[config.mk]
export PLATFORM = sky130hd
export DESIGN_NAME = mem_access
export DESIGN_NICKNAME = d
export VERILOG_FILES = /design/src/rtl/mem_access.sv
export SDC_FILE = /design/constraint.sdc
export NUM_CORES = 1
export LEC_CHECK = 0
export ABC_CLOCK_PERIOD_IN_PS = 4000
export CAP_MARGIN = 30
export CORE_ASPECT_RATIO = 0.6
export CORE_UTILIZATION = 53
export CTS_BUF_LIST = sky130_fd_sc_hd__clkbuf_8
export CTS_CLUSTER_SIZE = 25
export DETAILED_ROUTE_END_ITERATION = 8
export PLACE_DENSITY_LB_ADDON = 0.12
export SLEW_MARGIN = 20
export SYNTH_ARGS = -nofsm -noshare
export SYNTH_HDL_FRONTEND = slang
export SYNTH_SLANG_ARGS = --single-unit
[constraint.sdc]
create_clock -name clk -period 4 [get_ports clk]
set_input_delay 0.8 -clock clk [delete_from_list [all_inputs] [get_ports clk]]
set_output_delay 0.8 -clock clk [all_outputs]
set_load 0.01 [all_outputs]
[src/rtl/mem_access.sv]
// rv32i memory-access stage: issues dmem transactions, extracts
// load data and registers the MEM/WB bundle for write_back.
module mem_access (
  input  logic        clk,
  input  logic        rst,
  input  logic        ex_valid,
  input  logic        load,
  input  logic        store,
  input  logic [2:0]  funct3,
  input  logic [31:0] alu_out,
  input  logic [31:0] rs2_data,
  input  logic [31:0] pc_address_in,
  input  logic [31:0] u_imm_in,
  input  logic        jal,
  input  logic        jalr,
  input  logic        lui,
  input  logic        reg_write,
  input  logic [4:0]  rd_addr,
  output logic        dmem_req,
  output logic        dmem_we,
  output logic [31:0] dmem_addr,
  output logic [31:0] dmem_wdata,
  output logic [3:0]  dmem_mask,
  input  logic        dmem_ready,
  input  logic [31:0] dmem_rdata,
  output logic        stall,
  output logic        misaligned,
  output logic        wb_valid,
  output logic        wb_load,
  output logic        wb_jal,
  output logic        wb_jalr,
  output logic        wb_lui,
  output logic        wb_reg_write,
  output logic [31:0] wb_alu_out,
  output logic [31:0] wb_byte_accessL,
  output logic [31:0] wb_pc_address_out,
  output logic [31:0] wb_u_imm,
  output logic [4:0]  wb_rd_addr
);

  typedef enum logic {IDLE, BUSY} state_t;

  state_t      state;
  logic [1:0]  off;
  logic        mem_op;
  logic        bad;
  logic        accept;
  logic [3:0]  mask;
  logic [31:0] wdata;
  logic [2:0]  f3_q;
  logic [1:0]  off_q;
  logic        ld_q;
  logic [31:0] alu_q;
  logic [31:0] pc_q;
  logic [31:0] uimm_q;
  logic        jal_q;
  logic        jalr_q;
  logic        lui_q;
  logic        rw_q;
  logic [4:0]  rd_q;
  logic [7:0]  bsel;
  logic [15:0] hsel;
  logic [31:0] ext;

  assign off    = alu_out[1:0];
  assign mem_op = load | store;
  assign accept = ex_valid & mem_op & ~bad;

  always_comb begin
    bad = 1'b0;
    unique case (funct3)
      3'b000, 3'b100: bad = 1'b0;
      3'b001, 3'b101: bad = off[0];
      3'b010:         bad = |off;
      default:        bad = 1'b1;
    endcase
  end

  always_comb begin
    mask  = 4'b1111;
    wdata = rs2_data;
    if (store) begin
      unique case (funct3[1:0])
        2'b00: begin
          mask  = 4'b0001 << off;
          wdata = {4{rs2_data[7:0]}};
        end
        2'b01: begin
          mask  = off[1] ? 4'b1100 : 4'b0011;
          wdata = {2{rs2_data[15:0]}};
        end
        default: ;
      endcase
    end
  end

  always_comb begin
    bsel = dmem_rdata[{off_q, 3'b000} +: 8];
    hsel = off_q[1] ? dmem_rdata[31:16] : dmem_rdata[15:0];
    unique case (f3_q)
      3'b000:  ext = {{24{bsel[7]}}, bsel};
      3'b100:  ext = {24'b0, bsel};
      3'b001:  ext = {{16{hsel[15]}}, hsel};
      3'b101:  ext = {16'b0, hsel};
      default: ext = dmem_rdata;
    endcase
    if (dmem_we) ext = 32'b0;
  end

  assign dmem_req  = (state == BUSY);
  assign dmem_addr = {alu_q[31:2], 2'b00};
  // gated with rst so stall reads 0 for the whole reset window
  assign stall = rst & ((state == IDLE) ? accept : ~dmem_ready);

  always_ff @(posedge clk or negedge rst) begin
    if (!rst) begin
      state             <= IDLE;
      f3_q              <= 3'b0;
      off_q             <= 2'b0;
      ld_q              <= 1'b0;
      alu_q             <= 32'b0;
      pc_q              <= 32'b0;
      uimm_q            <= 32'b0;
      jal_q             <= 1'b0;
      jalr_q            <= 1'b0;
      lui_q             <= 1'b0;
      rw_q              <= 1'b0;
      rd_q              <= 5'b0;
      dmem_we           <= 1'b0;
      dmem_wdata        <= 32'b0;
      dmem_mask         <= 4'b0;
      misaligned        <= 1'b0;
      wb_valid          <= 1'b0;
      wb_load           <= 1'b0;
      wb_jal            <= 1'b0;
      wb_jalr           <= 1'b0;
      wb_lui            <= 1'b0;
      wb_reg_write      <= 1'b0;
      wb_alu_out        <= 32'b0;
      wb_byte_accessL   <= 32'b0;
      wb_pc_address_out <= 32'b0;
      wb_u_imm          <= 32'b0;
      wb_rd_addr        <= 5'b0;
    end else begin
      misaligned <= 1'b0;
      unique case (state)
        IDLE: begin
          if (accept) begin
            state      <= BUSY;
            f3_q       <= funct3;
            off_q      <= off;
            ld_q       <= load;
            alu_q      <= alu_out;
            pc_q       <= pc_address_in;
            uimm_q     <= u_imm_in;
            jal_q      <= jal;
            jalr_q     <= jalr;
            lui_q      <= lui;
            rw_q       <= reg_write & ~store;
            rd_q       <= rd_addr;
            dmem_we    <= store;
            dmem_wdata <= wdata;
            dmem_mask  <= mask;
            wb_valid   <= 1'b0;
          end else begin
            wb_valid          <= ex_valid;
            wb_load           <= load;
            wb_jal            <= jal;
            wb_jalr           <= jalr;
            wb_lui            <= lui;
            wb_alu_out        <= alu_out;
            wb_byte_accessL   <= 32'b0;
            wb_pc_address_out <= pc_address_in;
            wb_u_imm          <= u_imm_in;
            wb_rd_addr        <= rd_addr;
            wb_reg_write      <= reg_write & ~(mem_op & ex_valid);
            misaligned        <= ex_valid & mem_op;
          end
        end
        BUSY: begin
          if (dmem_ready) begin
            state             <= IDLE;
            wb_valid          <= 1'b1;
            wb_load           <= ld_q;
            wb_jal            <= jal_q;
            wb_jalr           <= jalr_q;
            wb_lui            <= lui_q;
            wb_reg_write      <= rw_q;
            wb_alu_out        <= alu_q;
            wb_byte_accessL   <= ext;
            wb_pc_address_out <= pc_q;
            wb_u_imm          <= uimm_q;
            wb_rd_addr        <= rd_q;
          end else begin
            wb_valid <= 1'b0;
          end
        end
        default: state <= IDLE;
      endcase
    end
  end

endmodule

**After elaboration in Yosys (flattened, before gate mapping)**

Cells that the tools add are included.

- Reduce and logical (&&, ||, !) cells: 8
- Mux-type cells: 48
- Bitwise gates (word level): 11
- Shift-type cells: 2
- Eq/ne operators: 10

Operators by type and width:

| kind | number |
|---|---|
| $mux W32 | 10 |
| $pmux W32 S2 | 5 |
| $pmux W32 S4 | 1 |
| $shiftx A32 B6 Y8 | 1 |
| $mux W1 | 17 |
| $mux W16 | 1 |
| $pmux W1 S2 | 7 |
| $eq A3 B3 Y1 const B | 4 |
| $mux W5 | 2 |
| $pmux W5 S2 | 1 |
| $mux W4 | 2 |
| $pmux W4 S2 | 1 |
| $eq A3 B1 Y1 const B | 2 |
| $logic_not A3 Y1 | 2 |
| $reduce_or A2 Y1 | 3 |
| $and A1 B1 Y1 | 5 |
| $not A1 Y1 | 5 |
| $ne A2 B2 Y1 const B | 2 |
| $reduce_and A2 Y1 | 2 |
| $shl A1 B2 Y4 const A | 1 |
| $eq A3 B2 Y1 const B | 1 |
| $pmux W1 S3 | 1 |
| $eq A2 B1 Y1 const B | 1 |
| $logic_not A2 Y1 | 1 |
| $or A1 B1 Y1 | 1 |

- Input bits: 178
- Output and inout port bits: 211
- Logic and storage cells: 106
- Register bits after elaboration: 289

**Longest topological paths before layout**

Gate-level depths: netlist (run 1).

- Word-level depth: 7
- Mapped depth: 9
- Mapped depth without buffers: 5

**Worst setup path before layout (run 1)**

OpenSTA, ideal clock, no wires.

- Kind: input -> output
- Start: input port funct3[0]
- End: output port stall
- Path buffers: 4
- Cell stages on the path: 9
- Setup slack: 721 ps
- Arrival time: 2479 ps
- Data required time: 3200 ps
- Cells stage by stage: buf_6 > or4_4 > a211o_1 > buf_2 > o21a_4 > inv_1 > buf_2 > buf_4 > and2_1

- Word-level cells in the longest chain between the ends: 7
- Elaborated cells between the ends (all ways): 12
- Those cells by class: eq/ne (4); mux (2); bitwise (3); reduce/logical (3)

Ends and longest elaborated chain:

| what | line | text |
|---|---|---|
| start: declaration | 9 | `input logic [2:0] funct3,` |
| $eq A3 B1 Y1, or another cell as far along | 71 | `unique case (funct3)` |
| $reduce_or A2 Y1 | 71 |  |
| $pmux W1 S3 * | 71 |  |
| $not A1 Y1 * | 67 | `assign accept = ex_valid & mem_op & ~bad;` |
| $and A1 B1 Y1 * | 67 |  |
| $mux W1 * | 113 | `assign stall = rst & ((state == IDLE) ? accept : ~dmem_ready);` |
| $and A1 B1 Y1 * | 113 |  |
| end: declaration | 26 | `output logic stall,` |

Mark *: on every way between the ends. The rest lies on a longest branch, timed or not.

**Worst setup path after layout (run 1)**

- Start: input port alu_out[1]
- End: output port stall

- Word-level cells in the longest chain between the ends: 6

Ends and longest elaborated chain:

| what | line | text |
|---|---|---|
| start: declaration | 10 | `input logic [31:0] alu_out,` |
| $reduce_or A2 Y1 | 74 | `3'b010: bad = \|off;` |
| $pmux W1 S3 | 71 |  |
| $not A1 Y1 | 67 |  |
| $and A1 B1 Y1 | 67 |  |
| $mux W1 | 113 |  |
| $and A1 B1 Y1 | 113 |  |

No other way between the ends.

==> results by group, run 1 <==
Placed design
  – PortBufs: 386
  – GP Congestion: 0.866
  – Hpwl dp: 24,900 um

Synth
  – Yosys top cell area share: 0.539
  – Top post-synthesis cells by count: nand2_1, dfrtp_1, mux2_2
  – Async SR Flop Fraction: 1.00
  – Count leader, synth: nand2_1
  – Post-synth EDFFs: 0
  – Syn. warnings: 0
  – Yosys top cell by area: dfrtp_1
  – Netlist cell types: 41
  – Syn Area/Cell: 11.1 um^2
  – Cell Area, Synth: 13,300 um^2
  – Main synth FF type: dfrtp_1
  – Post-Synthesis Cells: 1,205
  – Register bit count reported by yosys: 287
  – Main area contributors after synthesis: dfrtp_1, mux2_2, nand2_1
  – Post-synthesis sequential area ratio: 0.539

Global routing
  – GRT Resource Usage Total: 0.290
  – Antenna violations before repair: 1
  – GR Overflow Total: 0
  – Largest net degree at the start of global routing: 134
  – Vias in the first global route: 10,520
  – First-pass GRT wire length: 58,300 um

Drt
  – DRT Pass-1 Iters: 7
  – Detailed-route wire length per cell: 19.6 um
  – Vias/cell: 5.39
  – Via count: 10,190
  – Initial DRC Count: 716
  – Drc violations: 18
  – Routed Antenna Nets: 0
  – Post-Route WL: 37,100 um

Clock network
  – Post-CTS Hold Buffers: 0
  – CTS tree: yes
  – Max Buffers Root-to-Sink: 3
  – CTS H-Tree Depth: 2
  – Latest clock arrival within the worst-skew pair: 540 ps
  – Root buf cell: clkbuf_8
  – Cts repair resizes: 0
  – Setup Fix Bufs, Post-CTS: 0
  – Worst-path clk slew: 70 ps
  – CTS sink count: 287
  – Inserted Clock Buffers: 44

STA
  – Worst slew pin tran: 927 ps
  – Crit path time final: 3880 ps
  – # setup viols final: 0
  – Max-slew violations: 0
  – Worst Skew: 8.69 ps
  – Relative slew slack: 0.366
  – Max Freq: 258 MHz
  – Final period util: 0.969
  – RSZ-0062 raised after global routing: false
  – Fin. Hold Viols: 0
  – Setup TNS: 0 ps

Worst setup path
  – Worst-path maximum fanout: 3
  – Crit Reg-Reg Startpoint: dmem_req$_DFF_PN0_
  – Critical Path Sink Type: output port
  – R2r endpoint: alu_q[3]$_DFFE_PN0P_
  – Crit path DAT: 3080 ps
  – R2R cell count: 5
  – Flop-to-flop setup slack: 1180 ps
  – CP Launch Type: input pin
  – Worst path required time: 3200 ps
  – Crit Path Class: in2out

Power and ir drop
  – Register share of total power: 0.439
  – Sw Share: 0.300
  – Peak VDD IR: 0.000336 V
  – Logic gate share of total power: 0.303
  – Leakage Power: 0.00833 uW
  – Pwr Total: 9000 uW
  – Switching Power: 2700 uW
  – Clock power frac: 0.258
  – Power Dens Cells: 499 nW/um^2
  – Total internal power: 6300 uW

Die
  – Starting Density: 0.546
  – Cell row count: 44
  – Chip width: 207 um
  – IO Pins: 389
  – Full die area: 25,800 um^2
  – Chip Height: 125 um
  – Core ar.: 24,400 um^2

Finish
  – Fin nets: 1,725
  – Fraction of layout cells with a size suffix above 1: 0.191
  – Layout area overhead: 35.1%

Flow run
  – Max-cap violations: 0

Status
  – Status: finished with violations
  – Failing checks: DRC

Min path
  – Hold Crit Class: in2async
==> how the worst max path moves through the flow <==
stage | from | to | slack, ps | depth (start not counted)
finish | alu_out[1] | stall | 120 | 7
global route | alu_out[1] | stall | 70 | 7
CTS | alu_out[1] | stall | 130 | 7
detailed placement | alu_out[1] | stall | 130 | 7
global placement | alu_out[1] | stall | 190 | 7
floorplan | funct3[0] | stall | 720 | 9
==> routing by layer <==
layer | routed length, um | part of all wire | GRT usage
met5 | 0 | 0 | 0
met4 | 1090 | 0.029 | 0.0932
met3 | 3610 | 0.097 | 0.103
met2 | 16300 | 0.44 | 0.433
met1 | 16000 | 0.43 | 0.395
==> logic make-up (layout without fill, tap and decap cells) <==
kind of cell / after synthesis / in the layout / share of synthesized area
buffers and inverters: 121 / 482 / 0.0504
flip-flops: 287 / 287 / 0.539
multiplexers: 231 / 231 / 0.216
other: 1 / 3 / 0.000281
AND/OR/NAND/NOR: 444 / 444 / 0.131
AO/OA/AOI/OAI: 121 / 121 / 0.0637
==> registers in the layout, summed over array words and instances, names as in the netlist, 4 cells and up <==
signal,count
uimm_q,32
alu_q,31
wb_u_imm,32
wb_alu_out,32
wb_rd_addr,5
rd_q,5
pc_q,32
dmem_wdata,32
wb_byte_accessL,32
dmem_mask,4
wb_pc_address_out,32
==> layout by cell type, fill, tap and decap left out, drive strengths merged, types with 19 or more instances in the layout <==
cell type	count
mux2	213
clkdlybuf4s50	385
nand2	386
clkbuf	55
nor2	32
o21ai	37
inv	19
buf	21
dfrtp	287
==> worst max-delay path: stages <==
cell	delay, ps
clkdlybuf4s50_1	460
or4_4	600
a211o_4	350
o21a_4	130
inv_1	70
and2_1	130
clkdlybuf4s50_1	530
==> power by group through the flow <==
stage	sequential (uW)	clock [uW]	combinational, uW
global route	4030	2510	2930
finish	3950	2320	2730
floorplan	4010	0	1320
global placement	3950	0	2660
detailed placement	3980	0	2720
CTS	3940	2380	2730
==> final cells by class <==
type                    instances  area, um^2
diodes                          1        2.50
fillers                      1747        6420
multi-input cells             798        5500
clock buffers                  55         757
clock inverters                11        43.8
inverters                      10        37.5
flip-flops and latches        287        7190
repair buffers                406        4090
well taps                     322         403
==> through the flow <==
stage / hold WS [ps] / cell area, um^2 / instances / util / setup slack [ps]
CTS: 68.6 / 18000 / 1888 / 0.736 / 126
global route: 72.6 / 18000 / 1890 / 0.737 / 71.6
finish: 92.0 / 18000 / 1890 / 0.737 / 122
global placement: 452 / 17200 / 1821 / 0.702 / 187
floorplan: 439 / 13300 / 1206 / - / 721
detailed placement: 457 / 17200 / 1822 / 0.703 / 131
Power figures use the tool's default switching activity.
==> inputs of run 2 (changes only) <==
- CORE_ASPECT_RATIO: 0.6 -> default
==> run 2 against run 1 <==
  * The flow now finishes without violations
  * Via count decreased by 0.12%
  * Non-clock buffer count rose by 2
  * Critical endpoint unchanged
  * Clock power grew 7%
  * Largest power group unchanged
  * Sequential power barely moved
==> results by group, run 2 (synthesized netlist as in run 1, its figures left out) <==
Die
  – Full die area: 25,800 um^2
  – Chip width: 161 um
  – Chip Height: 161 um
  – Cell row count: 57
  – Core ar.: 24,500 um^2
  – IO Pins: 389
  – Starting Density: 0.545

Finish
  – Commonest non-fill, non-tap cell in the layout: nand2_1
  – Most frequent cells in the layout: nand2_1, clkdlybuf4s50_1, dfrtp_1
  – # fillers: 1,691
  – Cell Count, Final, Fillers Out: 1,914
  – Fraction of layout cells with a size suffix above 1: 0.194
  – Fin nets: 1,730
  – Layout area overhead: 36.2%

Power and ir drop
  – Power Dens Cells: 503 nW/um^2
  – Peak VDD IR: 0.000363 V
  – Pwr Total: 9140 uW
  – Leakage Power: 0.00843 uW

Drt
  – Vias/cell: 5.32
  – Initial DRC Count: 627
  – Routed Antenna Nets: 0
  – Drc violations: 0
  – DRT Pass-1 Iters: 5
  – Via count: 10,178
  – Detailed-route wire length per cell: 19.1 um
  – Post-Route WL: 36,500 um

STA
  – Fin. Hold Viols: 0
  – RSZ-0062 raised after global routing: false
  – Setup TNS: 0 ps
  – Final period util: 0.971
  – Max Freq: 258 MHz
  – Final Hold Slack: 89.0 ps
  – Worst Skew: 24.5 ps
  – # setup viols final: 0
  – Relative slew slack: 0.378
  – Max-slew violations: 0
  – Crit path time final: 3880 ps
  – Worst slew pin tran: 933 ps

Min path
  – Hold Crit Class: in2async

Global routing
  – Antenna violations before repair: 3
  – GR Overflow Total: 0
  – First-pass GRT wire length: 57,500 um
  – Largest net degree at the start of global routing: 113
  – GRT Resource Usage Total: 0.284
  – Vias in the first global route: 10,341

Worst setup path
  – Worst-path maximum fanout: 3
  – Critical Path Sink Type: output port
  – Crit Path Class: in2out
  – Worst path required time: 3200 ps
  – CP Launch Type: input pin
  – Crit path DAT: 3080 ps
  – Flop-to-flop setup slack: 1450 ps

Clock network
  – Worst-path clk slew: 60 ps
  – CTS tree: yes
  – Root buf cell: clkbuf_8
  – Post-CTS Hold Buffers: 0
  – Cts repair resizes: 0
  – Latest clock arrival within the worst-skew pair: 560 ps
  – Max Buffers Root-to-Sink: 3
  – Inserted Clock Buffers: 47
  – CTS sink count: 287
  – Setup Fix Bufs, Post-CTS: 0
  – CTS H-Tree Depth: 2

Flow run
  – Max-cap violations: 0

Placed design
  – Placed Cells incl. Taps: 1,826
  – GP Congestion: 0.874
  – PortBufs: 386
  – Hpwl dp: 24,900 um

Status
  – Status: finished clean
## run 2: cell count changes in the layout (fill, tap and decap cells not counted), sizes merged
cell / before / now
clkinvlp: 0 / 1
clkinv: 2 / 3
inv: 19 / 30
diode: 1 / 4
buf: 21 / 23
clkbuf: 55 / 59
## run 2: area by class of cell
cell class                 count  area (um^2)  area share
sequential                   287         7190       0.396
multi-input combinational    798         5500       0.303
timing repair buffer         408         4110       0.226
clock buffer                  59          812      0.0447
tap                          324          405      0.0223
clock inverter                24          103     0.00565
inverter                      10         37.5     0.00207
antenna                        4         10.0    0.000551
## run 2: final timing paths
kind | end | cells past startpoint | startpoint
worst max-delay path | stall | 7 | alu_out[0]
worst min register to register | pc_q[9]$_DFFE_PN0P_ | 2 | pc_q[9]$_DFFE_PN0P_
worst max register to register | dmem_wdata[29]$_DFFE_PN0P_ | 4 | dmem_req$_DFF_PN0_
min in group clk | pc_q[9]$_DFFE_PN0P_ | 2 | pc_q[9]$_DFFE_PN0P_
worst min-delay path | wb_byte_accessL[24]$_DFFE_PN0P_ | 1 | rst
max in group asynchronous | uimm_q[18]$_DFFE_PN0P_ | 4 | rst
## run 2: critical path: stages
cell and delay [ps]:
clkdlybuf4s50_1 470, or4_4 580, a211o_4 350, o21a_4 130
inv_1 60, and2_1 110, clkdlybuf4s50_1 570
## run 2: per-layer routing
metal / GRT usage / routed length (um) / vias up / part of all wire
li1: - / - / 4735 / -
met1: 0.357 / 14700 / 4997 / 0.40
met2: 0.462 / 17700 / 373 / 0.48
met3: 0.0824 / 2950 / 73 / 0.081
met4: 0.111 / 1120 / 0 / 0.031
met5: 0 / 0 / - / 0
## run 2: per-stage QoR
| stage | worst slack (ps) | utilization | instance area (um^2) |
|---|---|---|---|
| finish | 117 | 0.743 | 18200 |
| global route | 94.3 | 0.742 | 18200 |
| CTS | 150 | 0.741 | 18100 |
| detailed placement | 160 | 0.704 | 17200 |
| global placement | 165 | 0.702 | 17200 |
| floorplan | 721 | - | 13300 |
## run 2: power breakdown
group	internal [uW]	total [uW]	switching, uW
Clock	1320	2480	1160
Sequential	3520	3930	408
Combinational	1570	2740	1160
==> inputs of run 3 (changes only) <==
==> constraint.sdc (replaced) <==
create_clock -name clk -period 4 [get_ports clk]
set_input_delay 0.6 -clock clk [delete_from_list [all_inputs] [get_ports clk]]
set_output_delay 0.6 -clock clk [all_outputs]
set_load 0.01 [all_outputs]
==> run 3 against run 2 <==
  * Sequential share of layout area barely moved
  * Non-clock buffer count fell by 3
  * Hold slack improved by 360 ps
==> results by group, run 3 (synthesized netlist as in run 1, its figures left out) <==
Global routing
  – First-pass GRT wire length: 58,100 um
  – Vias in the first global route: 10,460
  – GRT Resource Usage Total: 0.286
  – Largest net degree at the start of global routing: 151
  – GR Overflow Total: 0
  – Antenna violations before repair: 1

STA
  – Worst slew pin tran: 958 ps
  – Crit path time final: 3620 ps
  – RSZ-0062 raised after global routing: false
  – Final period util: 0.904
  – Setup TNS: 0 ps
  – Relative slew slack: 0.361
  – Worst Skew: 10.7 ps
  – # setup viols final: 0
  – Setup WS post-layout: 385 ps
  – Fin. Hold Viols: 0
  – Max-slew violations: 0
  – Max Freq: 277 MHz

Drt
  – Vias/cell: 5.33
  – Post-Route WL: 36,600 um
  – Detailed-route wire length per cell: 19.2 um
  – Initial DRC Count: 809
  – Via count: 10,156
  – Drc violations: 0
  – DRT Pass-1 Iters: 7
  – Routed Antenna Nets: 0

Status
  – Status: finished clean

Placed design
  – Hpwl dp: 24,300 um
  – Placed Cells incl. Taps: 1,821
  – GP Congestion: 0.848
  – PortBufs: 386
  – Pre-CTS WS: 419 ps

Clock network
  – Max Buffers Root-to-Sink: 3
  – Worst-path clk slew: 60 ps
  – Inserted Clock Buffers: 48
  – Latest clock arrival within the worst-skew pair: 550 ps
  – CTS H-Tree Depth: 2
  – CTS sink count: 287
  – Cts repair resizes: 0
  – CTS tree: yes
  – Root buf cell: clkbuf_8

Finish
  – Fraction of layout cells with a size suffix above 1: 0.193
  – Most frequent cells in the layout: nand2_1, clkdlybuf4s50_1, dfrtp_1
  – # fillers: 1,692
  – Fin nets: 1,728
  – Cell Count, Final, Fillers Out: 1,904
  – Register Area: 7190 um^2
  – Layout area overhead: 36.2%
  – Area of the multi-input gates: 5500 um^2
  – Commonest non-fill, non-tap cell in the layout: nand2_1
  – Fin util: 0.742

Worst setup path
  – Worst path required time: 3400 ps
  – Critical Path Sink Type: output port
  – Crit Path Class: in2out
  – CP Launch Type: input pin
  – Crit path DAT: 3020 ps
  – Worst-path maximum fanout: 7

Power and ir drop
  – Clock power frac: 0.273
  – Register share of total power: 0.430
  – Pwr Total: 9170 uW
  – Switching Power: 2720 uW
  – Total internal power: 6450 uW
  – Leakage Power: 0.00841 uW
  – Sw Share: 0.296
  – Power Dens Cells: 505 nW/um^2
  – Logic gate share of total power: 0.297
  – Peak VDD IR: 0.000387 V

Die
  – Starting Density: 0.545
  – Chip Height: 161 um
  – Cell row count: 57
  – Chip width: 161 um
  – Full die area: 25,800 um^2
  – IO Pins: 389
  – Core ar.: 24,500 um^2

Flow run
  – Max-cap violations: 0

Min path
  – Hold Crit Class: in2async
run 3: cell types whose count changed in the layout (fill, tap and decap cells not counted):
cell / change
clkinvlp_4: -1
buf_4: -6
diode_2: -3
clkinv_2: +2
dlygate4sd3_1: +1
buf_16: -1
bufinv_16: +1
buf_12: +3
inv_1: -5
clkbuf_8: -1
run 3: power groups by stage:
stage               clock, uW  combinational (uW)  sequential, uW
CTS                      2570                2730            3940
finish                   2510                2720            3940
detailed placement          0                2720            3970
global route             2700                2920            4020
floorplan                   0                1320            4010
global placement            0                2660            3950
run 3: area by class of cell:
cell class / count / area share
Inverter: 10 / 0.00207
Tap cell: 324 / 0.0223
Clock inverter: 21 / 0.00641
Timing Repair Buffer: 405 / 0.226
Multi-Input combinational cell: 798 / 0.303
Clock buffer: 58 / 0.0440
Antenna cell: 1 / 0.000138
Sequential cell: 287 / 0.396
run 3: worst max-delay path, stage by stage:
cell	delay (ps)
clkdlybuf4s50_1	540
or4_4	610
a211o_4	370
o21a_4	140
inv_1	80
and2_1	120
clkdlybuf4s50_1	560
run 3: path summary, 6_finish.rpt:
kind	start	to	slack (ps)	cells after the start
worst min register to register	uimm_q[21]$_DFFE_PN0P_	uimm_q[21]$_DFFE_PN0P_	470	2
worst min-delay path	rst	wb_byte_accessL[26]$_DFFE_PN0P_	450	2
worst max-delay path	alu_out[0]	stall	380	7
worst max register to register	dmem_req$_DFF_PN0_	wb_pc_address_out[22]$_DFFE_PN0P_	1520	4
max in group asynchronous	rst	wb_alu_out[28]$_DFFE_PN0P_	2540	3
min in group clk	uimm_q[21]$_DFFE_PN0P_	uimm_q[21]$_DFFE_PN0P_	470	2
run 3: layer usage:
layer / track usage / vias to the layer above / routed length, um
met5: 0 / - / 0
met3: 0.0749 / 75 / 3010
met4: 0.108 / 0 / 1230
met2: 0.470 / 399 / 17800
met1: 0.363 / 4977 / 14600
li1: - / 4705 / -
run 3: stage by stage:
step / instance area [um^2] / hold WS [ps]
detailed placement: 17200 / 418
global route: 18200 / 448
CTS: 18100 / 429
global placement: 17200 / 419
finish: 18200 / 451
floorplan: 13300 / 304
run 3: what timing repair did:
item                      in CTS  in global routing
hold endpoints to repair      11                  0
setup buffers                  0                  0
hold buffers                   1                  0
